**config.mk**
```make
export PLATFORM = sky130hd
export DESIGN_NAME = seq_mult_ctrl
export DESIGN_NICKNAME = d
export VERILOG_FILES = /design/src/rtl/seq_mult_pkg.sv /design/src/rtl/seq_mult_ctrl_array2.sv /design/src/rtl/seq_mult_ctrl.sv
export SDC_FILE = /design/constraint.sdc
export NUM_CORES = 1
export LEC_CHECK = 0
export CAP_MARGIN = 40
export CORE_MARGIN = 2
export CORE_UTILIZATION = 57
export DETAILED_ROUTE_END_ITERATION = 10
export DONT_BUFFER_PORTS = 1
export HOLD_SLACK_MARGIN = 0.06
export PLACE_DENSITY = 0.81
export SLEW_MARGIN = 20
export SYNTH_ARGS = -nofsm -noshare
export SYNTH_HDL_FRONTEND = slang
export SYNTH_SLANG_ARGS = --single-unit
```
**constraint.sdc**
```tcl
create_clock -name clk -period 4 [get_ports clk]
set_clock_uncertainty 0.2 [all_clocks]
set_input_delay 0.6 -clock clk [delete_from_list [all_inputs] [get_ports clk]]
set_output_delay 0.6 -clock clk [all_outputs]
set_load 0.01 [all_outputs]
```
**src/rtl/seq_mult_pkg.sv**
```systemverilog
// Shared types and constants for the sequential 2-bit-digit multiplier.
package seq_mult_pkg;

  localparam int N_DEF = 8;

  typedef enum logic [1:0] {
    IDLE = 2'd0,
    RUN  = 2'd1,
    DONE = 2'd2
  } state_t;

  // Digit-product steps per multiply, (n/2)^2, built by repeated addition
  // so the only multiplying hardware in the block stays the array2 cell.
  function automatic int calc_k(input int n);
    int k;
    k = 0;
    for (int x = 0; x < n / 2; x++) begin
      k += n / 2;
    end
    return k;
  endfunction

endpackage

```
**src/rtl/seq_mult_ctrl_array2.sv**
```systemverilog
// 2x2 unsigned array multiplier cell: AND partial products plus two half adders.
module array2 (
  input  logic [1:0] i_x,
  input  logic [1:0] i_y,
  output logic [3:0] o_p
);

  logic w_pp00, w_pp01, w_pp10, w_pp11;
  logic w_c1;

  assign w_pp00 = i_x[0] & i_y[0];
  assign w_pp01 = i_x[0] & i_y[1];
  assign w_pp10 = i_x[1] & i_y[0];
  assign w_pp11 = i_x[1] & i_y[1];

  assign w_c1   = w_pp10 & w_pp01;

  assign o_p[0] = w_pp00;
  assign o_p[1] = w_pp10 ^ w_pp01;
  assign o_p[2] = w_pp11 ^ w_c1;
  assign o_p[3] = w_pp11 & w_c1;

endmodule

```
**src/rtl/seq_mult_ctrl.sv**
```systemverilog
// Sequential unsigned multiplier: accumulates one 2x2 digit product per cycle
// through a single array2 cell; IDLE -> RUN -> DONE control.
module seq_mult_ctrl
  import seq_mult_pkg::*;
#(
  parameter int N = N_DEF
) (
  input  logic             clk,
  input  logic             rst,
  input  logic             start,
  input  logic             abort,
  input  logic [N-1:0]     a,
  input  logic [N-1:0]     b,
  output logic             ready,
  output logic             busy,
  output logic             done,
  output logic [N+N-1:0]   p
);

  localparam int PW = N + N;
  localparam int H  = N / 2;
  localparam int K  = calc_k(N);
  localparam int IW = (H > 1) ? $clog2(H) : 1;
  localparam int KW = $clog2(K);

  localparam logic [IW-1:0] LAST_IDX = IW'(H - 1);
  localparam logic [KW-1:0] CNT_INIT = KW'(K - 1);

  state_t          r_state;
  state_t          w_state_nxt;
  logic [N-1:0]    r_a;
  logic [N-1:0]    r_b;
  logic [PW-1:0]   r_acc;
  logic [PW-1:0]   r_p;
  logic [IW-1:0]   r_i;
  logic [IW-1:0]   r_j;
  logic [KW-1:0]   r_left;

  logic            w_accept;
  logic            w_step;
  logic            w_last;
  logic [1:0]      w_da;
  logic [1:0]      w_db;
  logic [3:0]      w_pp;
  logic [IW+1:0]   w_shamt;
  logic [PW-1:0]   w_term;
  logic [PW-1:0]   w_sum;

  assign w_accept = (r_state == IDLE) && start && !abort;
  assign w_step   = (r_state == RUN) && !abort;
  // r_left counts remaining digit steps; it reaches zero together with i=j=H-1.
  assign w_last   = (r_left == '0);

  assign w_da = r_a[{r_i, 1'b0} +: 2];
  assign w_db = r_b[{r_j, 1'b0} +: 2];

  array2 u_array2 (
    .i_x (w_da),
    .i_y (w_db),
    .o_p (w_pp)
  );

  assign w_shamt = {({1'b0, r_i} + {1'b0, r_j}), 1'b0};
  assign w_term  = {{(PW - 4){1'b0}}, w_pp} << w_shamt;
  assign w_sum   = r_acc + w_term;

  always_ff @(posedge clk or posedge rst) begin
    if (rst) begin
      r_state <= IDLE;
    end else begin
      r_state <= w_state_nxt;
    end
  end

  always_comb begin
    w_state_nxt = r_state;
    ready       = 1'b0;
    busy        = 1'b0;
    done        = 1'b0;
    case (r_state)
      IDLE: begin
        ready = 1'b1;
        if (start && !abort) begin
          w_state_nxt = RUN;
        end
      end
      RUN: begin
        busy = 1'b1;
        if (abort) begin
          w_state_nxt = IDLE;
        end else if (w_last) begin
          w_state_nxt = DONE;
        end
      end
      DONE: begin
        done        = 1'b1;
        w_state_nxt = IDLE;
      end
      default: begin
        w_state_nxt = IDLE;
      end
    endcase
  end

  always_ff @(posedge clk or posedge rst) begin
    if (rst) begin
      r_a    <= '0;
      r_b    <= '0;
      r_acc  <= '0;
      r_p    <= '0;
      r_i    <= '0;
      r_j    <= '0;
      r_left <= '0;
    end else if (w_accept) begin
      r_a    <= a;
      r_b    <= b;
      r_acc  <= '0;
      r_i    <= '0;
      r_j    <= '0;
      r_left <= CNT_INIT;
    end else if (w_step) begin
      r_acc  <= w_sum;
      r_left <= r_left - KW'(1);
      if (r_j == LAST_IDX) begin
        r_j <= '0;
        r_i <= r_i + IW'(1);
      end else begin
        r_j <= r_j + IW'(1);
      end
      if (w_last) begin
        r_p <= w_sum;
      end
    end
  end

  assign p = r_p;

endmodule

```
==> flow_summary.toml, run 1 <==
[status]
run_status = "finished, final reports clean"

[synthesis]
synth_compound_area_share_pct = 15.05
synth.avg_cell_area_um2 = 9.593
synth_simple_gate_area_share_pct = 19.29
synthAdderAreaFrac_pct = 8.993
synth.net_count = 394
synth.mux.area_fraction_pct = 5.723
synth_xor_area_share_pct = 4.385
synthFlopType = "dfrtp_1"
async_reset_ff_share_pct = 100.0
netlist-cell-type-count = 58
syn-cell-area_um2 = 3367
synth-seq-area-share_pct = 43.11
count_of_state_elements_after_synthesis = 58
combinational_family_with_the_most_area_after_synthesis = "simple AND/OR/NAND/NOR gates"
synthesis.instances = 351
synth-edff-count = 0
syn_warnings = 0

[detailed_routing]
drt_first_pass_iters = 5
drc_errors = 0
avgRoutedWirePerCell_um = 16.93
vias_per_cell = 5.814
initialDrtViolationCount = 161
drt-total-wl_mm = 7.451
ant_nets = 0
num_vias = 2558

[timing]
relSlewSlack_pct = 43.91
report.final.slew_viol_count = 0
final_hold_violating_endpoints = 0
timing.final.setup_violations = 0
fin_crit_sh_pct = 97.06
max_freq_mhz = 257.6
timing.final.crit_period_ns = 3.882
final_critical_path_setup_slack_ns = 0.1175
hold-worst-slack_ns = 0.1597
tightestPinTransition_ns = 0.8405

[placed_design]
finalWeightedCongestion = 0.9223
post-place-ws_ns = 0.03418
place_hpwl_mm = 5.138
place.port_buffers = 0

[pwr]
leakage_nw = 1.832
pwr_cell_area_nw_per_um2 = 468.6
max-vdd-ir-drop_mv = 0.3207

[clocking]
cts-buffers-inserted = 9
cts_sinks = 58
clock_tree.root_cell = "clkbuf_8"
clkTransAtPathRegs_ns = 0.06
cts.path.max_buffers = 2
tritoncts = "yes"
htree_num_levels = 3
clk-insertion-delay-late_ns = 0.34

[worst_setup_path]
timing.critical_path.to_type = "flip-flop"
arrival_ns = 3.91
setup.reg_to_reg.worst_slack_ns = 0.12
worstPathMaxFanout = 4
reg2reg_to = "p[10]$_DFFE_PP0P_"
setup.worst_path.start_class = "flip-flop"
critPathKind = "flip-flop to flip-flop"
reg2regPathDepth = 15
r2r_start = "r_j[0]$_DFFE_PP0P_"
cp.required_ns = 4.03

[die]
floorplan.die_area_um2 = 6538
die_h_um = 80.86
die_width_um = 80.86
start_util_pct = 60.04
num_io_pins = 39
core_area_um2 = 5608
fp-row-count = 27

[global_routing]
grt_usage_pct = 24.24
number_of_antenna_violations_at_the_first_check_in_global_routing = 0
grt_overflow_total = 0
grt_first_pass_wirelength_mm = 11.94
grt_start_max_net_pins = 35
number_of_global_route_vias_before_repair = 2560

[layout]
num-fill-cells = 443
multi_input_comb_area_um2 = 1917
layout-drive-gt1-share_pct = 18.48
areaGrowthSynthToFinish_pct = 14.49
seqCellArea_um2 = 1451
final_core_utilization_pct = 68.74
diodes = 0
fin_nets = 406

[hold_path]
min_delay_path_depth = 2
hold_path_end = "r_b[2]$_DFFE_PP0P_"
worst_hold_path_type = "primary input to flip-flop"
hp-start = "b[2]"

[flow_run]
maxCapViolCount = 0
==> sequential cells by signal, indices dropped and copies added (netlist names) <==
name and flops:
p 16, r_a 8, r_acc 16, r_b 8, r_i 2, r_j 2
r_left 4, r_state 2
==> metal layers <==
metal,vias up,global-route usage [%],share of wire (%)
met5,-,0,0
met4,0,11.36,2.0
met3,14,5.556,5.8
met2,65,39.92,50
met1,1235,30.31,42
li1,1244,-,-
==> cells by family after synthesis <==
kind of cell / count (synthesis)
XOR/XNOR: 16
adder cells (fa/ha/maj): 23
AO/OA/AOI/OAI: 68
buffers and inverters: 27
multiplexers: 13
AND/OR/NAND/NOR: 146
flip-flops: 58
==> how the worst max path moves through the flow <==
stage,from,cells after the start,to
after floorplan,r_j[0]$_DFFE_PP0P_,14,r_acc[15]$_DFFE_PP0P_
after global placement,r_j[0]$_DFFE_PP0P_,15,p[14]$_DFFE_PP0P_
after detailed placement,r_j[0]$_DFFE_PP0P_,15,p[14]$_DFFE_PP0P_
after CTS,r_j[0]$_DFFE_PP0P_,15,p[14]$_DFFE_PP0P_
after global routing,r_i[0]$_DFFE_PP0P_,15,r_acc[15]$_DFFE_PP0P_
final,r_j[0]$_DFFE_PP0P_,15,p[10]$_DFFE_PP0P_
==> power breakdown <==
| group | internal (mW) | total, mW | switching (mW) |
|---|---|---|---|
| logic | 0.233 | 0.502 | 0.269 |
| registers | 0.659 | 0.717 | 0.0579 |
| clock network | 0.356 | 0.587 | 0.231 |
==> stage by stage <==
stage / cell area, um^2 / setup TNS [ns] / instances / power [mW]
after global placement: 3482 / 0 / 420 / 1.124
after global routing: 3855 / -0.07305 / 440 / 1.898
after detailed placement: 3502 / 0 / 421 / 1.155
final: 3855 / 0 / 440 / 1.807
after floorplan: 3367 / 0 / 351 / 1.030
after CTS: 3729 / 0 / 438 / 1.740
==> Yosys cell counts (all sizes together) (4+ instances only) <==
cell / instances / area [um^2]
inv: 12 / 45.04
ha: 21 / 262.8
xnor2: 9 / 78.83
o21a: 5 / 37.54
dfrtp: 58 / 1451
o21ai: 19 / 95.09
mux2: 7 / 78.83
a21oi: 8 / 43.79
clkbuf: 7 / 26.28
mux4: 4 / 90.09
nor2: 26 / 100.1
nor3: 7 / 51.30
buf: 8 / 45.04
and2: 4 / 25.02
a31oi: 4 / 40.04
nand3: 6 / 30.03
xor2: 7 / 68.82
a22o: 12 / 105.1
nor2b: 6 / 37.54
nand2: 84 / 317.8
==> worst max-delay path, stage by stage (launching register included) <==
cell and delay [ns]:
dfrtp_1 0.41, mux4_2 0.55, and2_4 0.19, ha_4 0.15
ha_4 0.24, nor2b_4 0.12, a31oi_1 0.15, buf_4 0.17
nor2_4 0.04, ha_4 0.25, nor2b_4 0.12, o31a_1 0.37
o22ai_4 0.26, o21bai_1 0.12, xor2_1 0.17, mux2_4 0.26
==> cell type report <==
cell class	instances	area share, %
multi-input cells	266	49.72
inverters	12	1.168
flip-flops and latches	58	37.65
clock buffers	15	4.836
repair buffers	16	3.505
clock inverters	1	0.7790
well taps	72	2.337
==> cells in the final DEF (no fill, tap or decap), types with 6 or more instances in the layout <==
cell and count:
nand2_1 83, dfrtp_1 58, nor2_1 24, ha_1 16, buf_4 14, clkbuf_8 13, a22o_1 12, inv_1 11
o21ai_0 10, xnor2_1 8, o21ai_1 7, a21oi_1 7, nand3_1 6, xor2_1 6, mux2_2 6
==> what timing repair did <==
item	4_1_cts	5_1_grt
gates resized for setup	0	21
endpoints found under the hold margin	12	0
endpoints found under the setup margin	0	17
setup buffers	0	2
hold buffers	1	0
No activity file was read; power rests on OpenSTA's default activity.
==> run 2, diff against run 1 <==
Settings changed: CAP_MARGIN 40 to 20.
==> flow_summary.toml, run 2 (synthesis results as in run 1) <==
[detailed_routing]
initialDrtViolationCount = 130
drt_first_pass_iters = 4
num_vias = 2591
ant_nets = 0
vias_per_cell = 5.902
drt-total-wl_mm = 7.331
drc_errors = 0
avgRoutedWirePerCell_um = 16.70

[die]
die_h_um = 80.86
floorplan.die_area_um2 = 6538
fp-row-count = 27
num_io_pins = 39
die_width_um = 80.86
start_util_pct = 60.04
core_area_um2 = 5608

[pwr]
pwr_cell_area_nw_per_um2 = 465.7
leakage_nw = 1.820
report.power.total_mw = 1.780
max-vdd-ir-drop_mv = 0.3094

[global_routing]
grt_first_pass_wirelength_mm = 11.65
grt_overflow_total = 0
number_of_global_route_vias_before_repair = 2531
grt_start_max_net_pins = 48
number_of_antenna_violations_at_the_first_check_in_global_routing = 0
grt_usage_pct = 23.73

[timing]
tightestPinTransition_ns = 0.7994
final_critical_path_setup_slack_ns = 0.09649
report.final.slew_viol_count = 0
setup_total_negative_slack_ns = 0
timing.final.crit_period_ns = 3.904
max_freq_mhz = 256.2
final_hold_violating_endpoints = 0
timing.final.setup_violations = 0
relSlewSlack_pct = 46.64
fin_crit_sh_pct = 97.59
grt_setup_unrepaired = "false"

[clocking]
clock_tree.root_cell = "clkbuf_8"
tritoncts = "yes"
htree_num_levels = 3
cts.path.max_buffers = 2
clk-insertion-delay-late_ns = 0.35
cts-buffers-inserted = 9
clkTransAtPathRegs_ns = 0.07
cts_sinks = 58

[worst_setup_path]
timing.critical_path.to_type = "flip-flop"
setup.worst_path.start_class = "flip-flop"
slowest_stage_delay_cp_ns = 0.54
worstPathMaxFanout = 4
arrival_ns = 3.94
cp.required_ns = 4.03
path_common_cell = "ha_4"
timing.critical_path.slowest_stage_cell = "mux4_2"
critical_path.cell_chain = "mux4_2, and2_1, ha_1, ha_4, nor2b_2, a31oi_1, buf_4, nor2_4, ha_4, nor2b_1, o31a_1, o22ai_4, o21bai_1, xor2_1, mux2_2"
critPathKind = "flip-flop to flip-flop"

[placed_design]
place.port_buffers = 0
place_hpwl_mm = 4.985
finalWeightedCongestion = 0.9223
post-place-ws_ns = 0.04550

[hold_path]
worst_hold_path_type = "primary input to async pin"

[layout]
layout.cells.most_common = "nand2_1"
areaGrowthSynthToFinish_pct = 13.53
layout-drive-gt1-share_pct = 17.71
num-fill-cells = 446
diodes = 0
mostFrequentLayoutCells = "nand2_1, dfrtp_1, nor2_1, ha_1, buf_4"
fin_nets = 405

[status]
run_status = "finished, final reports clean"

[flow_run]
maxCapViolCount = 0
==> run 2: worst max-delay path, delay by kind of cell, from the launching register on <==
family,cells,cell delay (ns)
AO/OA/AOI/OAI,4,0.87
multiplexers,2,0.81
adder cells (fa/ha/maj),3,0.68
AND/OR/NAND/NOR,4,0.49
flip-flops,1,0.41
buffers and inverters,1,0.17
XOR/XNOR,1,0.16
==> run 2: what timing repair did <==
action | 4_1_cts | 5_1_grt
resized for setup | 0 | 17
hold buffers | 0 | 0
buffers inserted | 0 | 3
setup endpoints to repair | 0 | 17
==> run 2: final timing paths <==
kind / start / endpoint / slack, ns / cells after the start
setup / recovery: r_j[0]$_DFFE_PP0P_ / p[10]$_DFFE_PP0P_ / 0.1 / 15
hold / removal: rst / r_acc[0]$_DFFE_PP0P_ / 0.06 / 1
setup reg to reg: r_j[0]$_DFFE_PP0P_ / p[10]$_DFFE_PP0P_ / 0.1 / 15
hold reg to reg: r_b[4]$_DFFE_PP0P_ / r_b[4]$_DFFE_PP0P_ / 0.27 / 2
max in group asynchronous: rst / p[9]$_DFFE_PP0P_ / 2.89 / 2
min in group clk: b[5] / r_b[5]$_DFFE_PP0P_ / 0.16 / 2
==> run 2: metrics by stage <==
step,util (%),hold WS (ns),std cells,area (um^2)
2_1_floorplan,-,0.2403,351,3367
3_3_place_gp,62.09,0.2599,420,3482
3_5_place_dp,62.09,0.2629,420,3482
4_1_cts,65.95,0.1543,436,3699
5_1_grt,68.16,0.1289,439,3822
6_report,68.16,0.05842,439,3822
==> run 2: per-layer routing <==
layer | GRT usage (%) | vias to the layer above | share of wire, %
li1 | - | 1238 | -
met1 | 29.34 | 1279 | 44
met2 | 39.50 | 59 | 50
met3 | 4.444 | 15 | 3.8
met4 | 12.54 | 0 | 2.5
met5 | 0 | - | 0
==> run 2: layout make-up <==
type                            count  area, um^2  area share (%)
Multi-Input combinational cell    266        1906           49.85
Sequential cell                    58        1451           37.97
Clock buffer                       15       186.4           4.877
Timing Repair Buffer               15       112.6           2.946
Tap cell                           72       90.09           2.357
Inverter                           12       46.29           1.211
Clock inverter                      1       30.03          0.7856
==> run 2: power by group <==
part,internal (mW),total [mW],leakage [nW],switching [mW]
clock network,0.356,0.588,0.110,0.232
logic,0.211,0.474,0.947,0.264
registers,0.659,0.717,0.763,0.0578
total,1.23,1.78,1.82,0.553
==> run 3, diff against run 2 <==
Settings changed: CORE_UTILIZATION 57 to 63, PLACE_DENSITY 0.81 to 0.85.
Clock period 4 ns to 3.65 ns, I/O delays scaled along.
==> flow_summary.toml, run 3 (synthesis results as in run 1) <==
[status]
run_status = "finished, violations left"
violations = "negative setup slack"

[detailed_routing]
drt-total-wl_mm = 9.153
vias_per_cell = 6.317
num_vias = 2906
drt_first_pass_iters = 5
drc_errors = 0
avgRoutedWirePerCell_um = 19.90
ant_nets = 0
initialDrtViolationCount = 267

[hold_path]
hold_path_end = "r_a[3]$_DFFE_PP0P_"
worst_hold_path_type = "primary input to flip-flop"
min_delay_path_depth = 2
hp-start = "a[3]"

[placed_design]
placement_stage_cell_area_um2 = 3660
place_hpwl_mm = 5.195
finalWeightedCongestion = 0.8765
place.port_buffers = 0
dp_cells = 437

[clocking]
clk-insertion-delay-late_ns = 0.35
cts_sinks = 58
clkTransAtPathRegs_ns = 0.07
htree_num_levels = 3
clock_tree.root_cell = "clkbuf_8"
cts.path.max_buffers = 2
tritoncts = "yes"
cts-buffers-inserted = 9

[flow_run]
maxCapViolCount = 0

[global_routing]
number_of_global_route_vias_before_repair = 2811
grt_first_pass_wirelength_mm = 12.93
grt_overflow_total = 0
grt_usage_pct = 28.01
grt_start_max_net_pins = 39
number_of_antenna_violations_at_the_first_check_in_global_routing = 0

[worst_setup_path]
reg2reg_to = "r_acc[15]$_DFFE_PP0P_"
critical_path.n_buffers_inverters = 5
critical_path.cell_chain = "buf_4, ha_1, inv_1, fa_2, buf_4, nand2b_2, o22ai_1, ha_1, a21oi_2, o21a_1, buf_4, buf_4, a31oi_4, or3_1, o2111ai_1"
path_common_cell = "buf_4"
arrival_ns = 3.90
timing.critical_path.to_type = "flip-flop"
critPathKind = "flip-flop to flip-flop"
timing.critical_path.slowest_stage_cell = "fa_2"
setup.worst_path.start_class = "flip-flop"
worstPathMaxFanout = 6
setup.reg_to_reg.worst_slack_ns = -0.19
slowest_stage_delay_cp_ns = 0.47
cp.required_ns = 3.70
critical_path.top_delay_family = "adder cells"
reg2regPathDepth = 15
r2r_start = "r_i[0]$_DFFE_PP0P_"

[timing]
report.final.slew_viol_count = 0
timing.final.setup_violations = 15
max_freq_mhz = 260.1
fin_crit_sh_pct = 105.3
relSlewSlack_pct = 41.28
final_hold_violating_endpoints = 0
setup_total_negative_slack_ns = -1.555
timing.final.crit_period_ns = 3.845
grt_setup_unrepaired = "true"
final_critical_path_setup_slack_ns = -0.1947
tightestPinTransition_ns = 0.8798

[layout]
finish.cell_count_without_fillers = 460
areaGrowthSynthToFinish_pct = 24.53
mostFrequentLayoutCells = "nand2_1, dfrtp_1, buf_4, nor2_1"
diodes = 0
layout.cells.most_common = "nand2_1"
fin_nets = 428
final_core_utilization_pct = 81.57
layout-drive-gt1-share_pct = 31.03
stdcell_area_um2 = 4193

[pwr]
leakage_nw = 1.963
pwr-share-seq_pct = 38.8
power.share.combinational_pct = 33.9
max-vdd-ir-drop_mv = 0.4684
netSwitchingPower_uw = 688.7
p_int_mw = 1.360
sw_frac_of_total_pct = 33.62
pwr_cell_area_nw_per_um2 = 488.6
clock_power_share_pct = 27.3
report.power.total_mw = 2.049

[die]
core_area_um2 = 5140
die_width_um = 77.11
floorplan.die_area_um2 = 5945
start_util_pct = 65.51
die_h_um = 77.11
num_io_pins = 39
fp-row-count = 26
-- run 3: cell types whose count changed in the layout (fill, tap and decap cells not counted), moves of 4 or more --
| cell | before | now |
|---|---|---|
| buf_4 | 15 | 36 |
| xnor2_1 | 9 | 5 |
| xnor2_2 | 0 | 4 |
| ha_4 | 4 | 8 |
| nor2_1 | 23 | 19 |
| ha_1 | 17 | 12 |
-- run 3: worst register-to-register path: cells and delay by family (launching register included) --
kind	cells	cell delay, ns
fa+ha+maj	3	1.03
compound gates	5	0.85
buf+inv	5	0.69
simple gates	2	0.57
flops	1	0.42
-- run 3: what timing repair did --
item | 4_1_cts | 5_1_grt
buffers inserted | 1 | 5
pin swaps | 8 | 15
hold buffers | 1 | 0
endpoints found under the setup margin | 16 | 20
endpoints found under the hold margin | 37 | 0
resized for setup | 26 | 31
-- run 3: worst max path at each step --
stage	start	endpoint	slack, ns	cells past startpoint
after floorplan	r_i[0]$_DFFE_PP0P_	r_acc[15]$_DFFE_PP0P_	-0.04	14
after global placement	r_i[0]$_DFFE_PP0P_	r_acc[15]$_DFFE_PP0P_	-0.07	15
after detailed placement	r_i[0]$_DFFE_PP0P_	p[15]$_DFFE_PP0P_	-0.16	16
after CTS	r_i[0]$_DFFE_PP0P_	p[10]$_DFFE_PP0P_	-0.03	15
after global routing	r_i[0]$_DFFE_PP0P_	p[15]$_DFFE_PP0P_	-0.28	16
final	r_i[0]$_DFFE_PP0P_	r_acc[15]$_DFFE_PP0P_	-0.19	15
-- run 3: routing by layer --
metal	GRT usage [%]	part of all wire (%)	vias to the layer above
met3	8.353	6.0	45
met2	44.91	49	132
met1	33.93	40	1444
li1	-	-	1285
met5	0	0	-
met4	15.36	4.9	0
-- run 3: cell type report --
class	count	area (um^2)
Clock buffer	14	172.7
Clock inverter	2	10.01
Fill cell	304	947.2
Inverter	12	45.04
Multi-Input combinational cell	266	2133
Sequential cell	58	1453
Tap cell	70	87.58
Timing Repair Buffer	38	291.5
-- run 3: power by group through the flow --
stage          sequential (mW)  combinational (mW)  clock (mW)
4_1_cts                  0.787               0.593       0.555
3_3_place_gp             0.789               0.501           0
5_1_grt                  0.800               0.759       0.588
6_report                 0.794               0.695       0.559
3_5_place_dp             0.793               0.526           0
2_1_floorplan            0.777               0.365           0
-- run 3: per-stage QoR --
| step | hold WS [ns] | worst slack (ns) |
|---|---|---|
| after detailed placement | 0.2609 | -0.1604 |
| after CTS | 0.09451 | -0.02617 |
| after global routing | 0.1031 | -0.2790 |
| final | 0.1027 | -0.1947 |
| after global placement | 0.2570 | -0.06672 |
| after floorplan | 0.2403 | -0.03838 |
